File: src/rtl/z_fetch.sv
// z_fetch: instruction fetch stage of the single-issue core.
// Holds the fetch PC, issues word reads over an imem req/ack handshake and
// presents one instruction at a time (with its PC) to z_decoder. Jump and
// taken-branch redirects flush the held instruction. A read that is already
// in flight is allowed to complete, and its data is thrown away.
// Optional build macro: Z_FETCH_PERF_EN adds a saturating stall_cnt output.
module z_fetch #(
    parameter logic [31:0] RESET_PC = 32'h0000_0000
) (
    input  logic        clk,
    input  logic        rst_n,
    output logic        imem_req,
    output logic [31:0] imem_addr,
    input  logic        imem_ack,
    input  logic [31:0] imem_rdata,
    output logic [31:0] ins_out,
    output logic        ins_valid,
    input  logic        ins_ready,
    output logic [31:0] pc_out,
    output logic [31:0] pc_plus4,
    input  logic        jump,
    input  logic [31:0] jump_target,
    input  logic        branch_taken,
    input  logic [31:0] branch_target
`ifdef Z_FETCH_PERF_EN
    ,
    output logic [15:0] stall_cnt
`endif
);

    typedef enum logic [1:0] {
        IDLE  = 2'd0,
        FETCH = 2'd1,
        FULL  = 2'd2,
        DRAIN = 2'd3
    } state_t;

    state_t      state_q, state_d;
    logic [31:0] pc_q, pc_d;
    logic        req_q, req_d;
    logic [31:0] addr_q, addr_d;
    logic [31:0] ins_q, ins_d;
    logic        valid_q, valid_d;
    logic [31:0] pc_out_q, pc_out_d;

    logic        redirect;
    logic [31:0] target;

    // Jump has priority over a taken branch. Targets are forced word-aligned.
    always_comb begin
        redirect = jump | branch_taken;
        target   = (jump ? jump_target : branch_target) & ~32'h3;
    end

    // Next-state and next-output computation for the fetch controller.
    always_comb begin
        state_d  = state_q;
        pc_d     = pc_q;
        req_d    = req_q;
        addr_d   = addr_q;
        ins_d    = ins_q;
        valid_d  = valid_q;
        pc_out_d = pc_out_q;

        case (state_q)
            IDLE: state_d = FETCH;
            FETCH: begin
                if (imem_ack) begin
                    // If a redirect arrives in the ack cycle, the returning word is stale.
                    // In that case we stay in FETCH so a new request goes out at the target.
                    if (!redirect) begin
                        ins_d    = imem_rdata;
                        pc_out_d = pc_q;
                        valid_d  = 1'b1;
                        pc_d     = pc_q + 32'd4;
                        state_d  = FULL;
                    end
                end else if (redirect) begin
                    // A request cannot be withdrawn, so we wait out its ack.
                    state_d = DRAIN;
                end
            end
            FULL: begin
                if (valid_q && ins_ready) begin
                    valid_d = 1'b0;
                    state_d = FETCH;
                end
            end
            DRAIN: begin
                if (imem_ack) state_d = FETCH;
            end
            default: state_d = IDLE;
        endcase

        // A redirect always retargets the PC and flushes the held slot.
        // If the redirect arrives in FULL, the slot is now empty, so fetch immediately.
        if (redirect) begin
            pc_d    = target;
            valid_d = 1'b0;
            if (state_q == FULL) state_d = FETCH;
        end

        // Request is live in FETCH and DRAIN.
        // The address only changes when a fresh FETCH request starts.
        // In DRAIN it keeps the squashed address.
        req_d = (state_d == FETCH) || (state_d == DRAIN);
        if (state_d == FETCH) addr_d = pc_d;
    end

    // State and registered outputs.
    always_ff @(posedge clk or negedge rst_n) begin
        if (!rst_n) begin
            state_q  <= IDLE;
            pc_q     <= RESET_PC;
            req_q    <= 1'b0;
            addr_q   <= RESET_PC;
            ins_q    <= 32'h0;
            valid_q  <= 1'b0;
            pc_out_q <= RESET_PC;
        end else begin
            state_q  <= state_d;
            pc_q     <= pc_d;
            req_q    <= req_d;
            addr_q   <= addr_d;
            ins_q    <= ins_d;
            valid_q  <= valid_d;
            pc_out_q <= pc_out_d;
        end
    end

    assign imem_req  = req_q;
    assign imem_addr = addr_q;
    assign ins_out   = ins_q;
    assign ins_valid = valid_q;
    assign pc_out    = pc_out_q;
    assign pc_plus4  = pc_out_q + 32'd4;

`ifdef Z_FETCH_PERF_EN
    logic [15:0] stall_q, stall_d;

    // Count cycles where the decoder holds off a live instruction.
    // The count saturates at all-ones.
    always_comb begin
        stall_d = stall_q;
        if (valid_q && !ins_ready && (stall_q != 16'hFFFF)) stall_d = stall_q + 16'd1;
    end

    // Stall counter register.
    always_ff @(posedge clk or negedge rst_n) begin
        if (!rst_n) stall_q <= 16'h0;
        else        stall_q <= stall_d;
    end

    assign stall_cnt = stall_q;
`endif

endmodule

File: config.mk
export PLATFORM = sky130hd
export DESIGN_NAME = z_fetch
export DESIGN_NICKNAME = d
export VERILOG_FILES = /design/src/rtl/z_fetch.sv
export SDC_FILE = /design/constraint.sdc
export NUM_CORES = 1
export LEC_CHECK = 0
export CAP_MARGIN = 20
export CORE_ASPECT_RATIO = 1.25
export CORE_MARGIN = 4
export CORE_UTILIZATION = 41
export DETAILED_ROUTE_END_ITERATION = 12
export PLACE_DENSITY = 0.87
export SLEW_MARGIN = 5
export SYNTH_ARGS = -nofsm -noshare
export SYNTH_HDL_FRONTEND = slang
export SYNTH_SLANG_ARGS = --single-unit
File: constraint.sdc
create_clock -name clk -period 2.3 [get_ports clk]
set_input_delay 0.23 -clock clk [delete_from_list [all_inputs] [get_ports clk]]
set_output_delay 0.23 -clock clk [all_outputs]
set_load 0.01 [all_outputs]
# [After elaboration in Yosys (flattened, before gate mapping)]
# Cells that the tools add are included.
[word_totals] input_bits=102 elab_cells=40 latchBits=0 ramBits=0 romBits=0 mem_count=0 out_inout_bits=130 reg_bits=132
[op_classes] shifts=0 addsub=2 magnitude_cmp=0 div_mod_pow=0 bitwise_logic=2 reduce_logical=6 mux=16 mul=0 eq_ne=7
[op_table] operator="2-to-1 mux 32 bit" n=4
[op_table] operator="adder 32 x 3 -> 32 bit, second input constant" n=2
[op_table] operator="2-to-1 mux 2 bit" n=7
[op_table] operator="case mux 2 bit (4 select lines)" n=1
[op_table] operator="== test 2 bit, second input constant" n=3
[op_table] operator="!= test 3 bit, second input constant" n=2
[op_table] operator="AND reduction 3 bit" n=2
[op_table] operator="== test 2 x 1 -> 1 bit, second input constant" n=2
[op_table] operator="2-to-1 mux 1 bit" n=3
[op_table] operator="nonzero test 3 bit" n=1
[op_table] operator="logical NOT 2 bit" n=1
[op_table] operator="case mux 1 bit (2 select lines)" n=1
[op_table] operator="logical AND 1 bit" n=1
[op_table] operator="logical OR 1 bit" n=1
[op_table] operator="inverter 1 bit" n=1
[op_table] operator="bitwise OR 1 bit" n=1

# [Logic depth before layout (Yosys ltp)]
[depth] ltp_word=8 mapped_depth=9 depth_no_buf=6

# [Least setup slack after synthesis]
# No wires, ideal clock.
[synth_path] path_kind="flip-flop to flip-flop" from="reg state_q[0]" to="reg addr_q[22], in the netlist imem_addr[22]" path_slack_ns=-0.026 stages_incl_launch_ff=9 period_less_slack_ns=2.326 setup_time_ns=0.092 t_arrival_ns=2.234 path_buffers=3 cell_sequence="dfrtp_1 -> buf_4 -> nand3b_4 -> buf_6 -> or4_4 -> buf_6 -> or4_1 -> and3_1 -> o31ai_2"
[synth_via] elab_chain_cells=6 elab_cells_between_ends=15 cone_classes="4 x eq/ne; 10 x mux; 1 x reduce/logical"
[synth_rtl] item="start: declaration" line_no="38" source="state_t state_q, state_d;"
[synth_rtl] item="start signal: assignment" line_no="121" source="state_q <= state_d;"
[synth_rtl] item="2-to-1 mux 2 bit, on equally long branches" line_no="78, 71"
[synth_rtl] item="2-to-1 mux 2 bit" line_no="68" source="if (imem_ack) begin"
[synth_rtl] item="case mux 2 bit (4 select lines)" line_no="65" source="case (state_q)"
[synth_rtl] item="2-to-1 mux 2 bit" line_no="100" source="if (state_q == FULL) state_d = FETCH;"
[synth_rtl] item="2-to-1 mux 2 bit" line_no="97" source="if (redirect) begin"
[synth_rtl] item="== test 2 x 1 -> 1 bit" line_no="107" source="if (state_d == FETCH) addr_d = pc_d;"
[synth_rtl] item="end signal: assignment" line_no="124" source="addr_q <= addr_d;"
[synth_rtl] item="end: declaration" line_no="41" source="logic [31:0] addr_q, addr_d;"
# Parallel ways exist; a longest one is shown, timed or not.
# A chain may end at the register's enable or synchronous reset.

# [Worst setup path after layout]
[layout_path] from="reg pc_out_q[2], in the netlist pc_out[2]" to="out pc_plus4[24]"
[layout_via] elab_chain_cells=1
[layout_rtl] item="start: declaration" line_no="44" source="logic [31:0] pc_out_q, pc_out_d;"
[layout_rtl] item="start signal: assignment" line_no="127" source="pc_out_q <= pc_out_d;"
[layout_rtl] item="adder 32 x 3 -> 32 bit" line_no="136" source="assign pc_plus4 = pc_out_q + 32'd4;"
[layout_rtl] item="end: declaration" line_no="20" source="output logic [31:0] pc_plus4,"
# No other way between the ends.

==> flow_metrics.py <==
metrics = {
    "yosys": {
        "post-synth-top-area-cell": "dfrtp_1",
        "yosys-top-cells-area": "dfrtp_1, mux2_2, xnor2_1",
        "synth_cell_types": 52,
        "synth_cells": 563,
        "syn_area_um2": 6350,
        "ys_warn_count": 0,
        "synth-seq-area-share_pct": 51.6,
        "ys_ff_latch": 131,
        "synth_edf_count": 0,
        "synth-main-ff-cell": "dfrtp_1",
        "synth_nets": 667,
        "synthDominantCellAreaShare_pct": 51.6,
        "async_flop_share_pct": 100,
        "postSynthAreaPerCell_um2": 11.3,
    },
    "clock_tree": {
        "clk_transition_reported_paths_ns": 0.05,
        "cts-root-buf": "clkbuf_16",
        "worstSkewPairLatency_ns": 0.41,
        "cts.sinks": 131,
        "cts_tree": "yes",
        "cts_inserted_buffers": 17,
        "htree_levels": 4,
        "cts.path.max_buffers": 2,
    },
    "worst_setup_path": {
        "critical_path_class": "reg -> out",
        "start_kind": "register",
        "crit_arrival_ns": 2.19,
        "slowest_stage": "dfrtp_1",
        "path_max_fanout": 3,
        "worst_setup_path_end_kind": "output port",
        "required_ns": 2.07,
        "r2r_cells": 6,
        "cpPeakStageDelay_ns": 0.37,
        "cp_common_cell": "buf_6",
        "crit_chain": "ha_2 > and4_1 > nor3b_2 > buf_4 > buf_6 > and2_4 > buf_6 > nand3_2 > xnor2_1 > buf_2",
    },
    "timing": {
        "layout_min_cycle_time_ns": 2.42,
        "min_period_over_period_pct": 105,
        "relSlewSlack_pct": 65.1,
        "fin_setup_tns_ns": -0.596,
        "rsz0062_at_grt": "true",
        "timing_worst_slew_pin_value_ns": 0.517,
        "finalClockSkew_ns": 0.00767,
        "timing.final.max_slew_violations": 0,
        "timing.fmax_ghz": 0.413,
        "setup-violations-final": 11,
        "setup_slack_ns": -0.119,
        "finalHoldViolCount": 0,
    },
    "pwr": {
        "power.internal_mw": 6.63,
        "p_switching_mw": 2.80,
        "switching_share_pct": 29.7,
        "p_clk_share_pct": 28.5,
        "power_frac_comb_pct": 36.8,
        "powerDensity_nw_per_um2": 929,
        "irDropWorstVdd_v": 0.000630,
        "finalPower_mw": 9.43,
        "leakage_nw": 4.25,
        "seqPwrFrac_pct": 34.7,
    },
    "die": {
        "start_util_pct": 42.1,
        "die_x_um": 119,
        "fp.dieH_um": 147,
        "rows": 50,
        "coreArea_um2": 15100,
        "io-pin-count": 232,
        "dieArea_um2": 17600,
    },
    "route": {
        "postRouteAntennaNets": 0,
        "drt-total-wl_um": 20900,
        "viasPerCell": 5.40,
        "via_count": 5873,
        "drcViolationCount": 0,
        "dr.pass1.iters": 5,
        "wl_per_cell_um": 19.3,
        "drtIter0Drc": 397,
    },
    "global_route": {
        "grt_pass1_wl_um": 31500,
        "antenna_found_initial": 0,
        "grt_max_degree": 66,
        "grt-ovfl-total": 0,
        "grt_usage_pct": 23.0,
        "grt_pass1_vias": 6057,
    },
    "hold_path": {
        "hold_path.class": "in -> async",
    },
    "cells_and_area": {
        "final_cells": 1087,
        "area_growth_syn_to_layout_pct": 59.6,
        "final_nets": 971,
        "drive_above_1_share_pct": 30.0,
        "n_antenna_cell": 0,
    },
    "status": {
        "violations": "negative setup slack",
        "status": "complete, but fails checks",
    },
    "placement": {
        "io_buffers": 227,
        "dp.final_hpwl_um": 15200,
        "place_congestion": 0.870,
        "dp_cells": 1035,
    },
    "job": {
        "cap_viol_max_count": 0,
    },
}
power by group through the flow:
stage	clock (mW)	combinational, mW	sequential, mW
after floorplan	0	1.01	3.56
after global placement	0	3.43	3.26
after detailed placement	0	3.49	3.29
after CTS	2.72	3.45	3.25
after global routing	2.84	3.70	3.34
final	2.68	3.47	3.27
cells by family (layout without fill, tap and decap cells):
logic type	count (synthesis)	count (layout)	synth area share, %
adder cells (fa/ha/maj)	2	2	0.394
flip-flops	131	131	51.6
AO/OA/AOI/OAI	95	95	10.2
XOR/XNOR	38	38	5.24
buffers and inverters	44	360	3.03
multiplexers	87	87	15.3
AND/OR/NAND/NOR	166	166	14.2
layout make-up:
type | instances | area [um2]
Clock buffer | 21 | 450
Clock inverter | 10 | 134
Fill cell | 1137 | 4930
Inverter | 12 | 45.0
Multi-Input combinational cell | 388 | 3040
Sequential cell | 131 | 3280
Tap cell | 208 | 260
Timing Repair Buffer | 317 | 2940
cell usage after synthesis (all sizes together), types with 11 or more instances:
cell	n
a21oi	12
and4	11
clkbuf	24
dfrtp	131
inv	12
mux2	83
nand2	41
nand3	21
nand4	15
nor2	26
o21ai	18
o22ai	14
o31ai	13
xnor2	27
xor2	11
per-stage QoR:
stage          util (%)  hold slack (ns)  setup slack, ns  area, um2
2_1_floorplan         -          -0.0656           0.0402       6360
3_3_place_gp       61.8            0.182           -0.108       9320
3_5_place_dp       61.8            0.181           -0.208       9320
4_1_cts            66.2            0.313           -0.142       9980
5_1_grt            67.3            0.334           -0.272      10100
6_report           67.3            0.301           -0.119      10100
worst paths after layout:
kind | start | end | slack (ns)
setup / recovery | pc_out[2]$_DFFE_PN0P_ | pc_plus4[24] | -0.12
hold / removal | rst_n | pc_out[1]$_DFFE_PN0P_ | 0.30
setup reg to reg | pc_q[2]$_DFF_PN0_ | imem_addr[22]$_DFFE_PN0N_ | 0.05
hold reg to reg | pc_q[0]$_DFF_PN0_ | pc_out[0]$_DFFE_PN0P_ | 0.50
max in group asynchronous | rst_n | pc_q[2]$_DFF_PN0_ | 1.30
min in group clk | jump_target[2] | pc_q[2]$_DFF_PN0_ | 0.42
state kept, by name, indices dropped and copies added (netlist names):
register	count
imem_addr	32
ins_valid	1
pc_q	32
ins_out	32
pc_out	32
state_q	2
critical path, delay by kind of cell, from the launching register on:
family,cells,cell delay (ns)
DFF,1,0.37
adders and majority gates,1,0.18
buffers and inverters,4,0.49
xor gates and xnor gates,1,0.15
and+or+nand+nor,4,0.58
metal layers:
metal,vias to the layer above,GRT usage [%],share of wire (%)
met3,49,7.32,8.3
met2,263,41.3,52
li1,2682,-,-
met4,0,9.63,3.0
met1,2879,24.9,37
met5,-,0,0
timing repair:
item / 4_1_cts / 5_1_grt
setup buffers: 12 / 9
pin swaps: 12 / 19
hold endpoints to repair: 42 / 0
endpoints found under the setup margin: 24 / 29
hold buffers: 1 / 0
gates resized for setup: 85 / 34
cells in the final DEF, fill, tap and decap left out, drive strengths merged, types with 7 or more instances in the layout:
cell type / synthesis / final
nor2: 26 / 26
a22oi: 7 / 7
or4: 8 / 8
inv: 12 / 12
buf: 8 / 106
and2: 7 / 7
o22ai: 14 / 14
and4: 11 / 11
dfrtp: 131 / 131
xnor2: 27 / 27
xor2: 11 / 11
nand3: 21 / 21
o31ai: 13 / 13
clkbuf: 24 / 23
nor3: 7 / 7
mux2: 83 / 83
a21oi: 12 / 12
o21ai: 18 / 18
clkdlybuf4s50: 0 / 200
nand4: 15 / 15
nand2: 41 / 41
(Power assumes the default switching activity.)
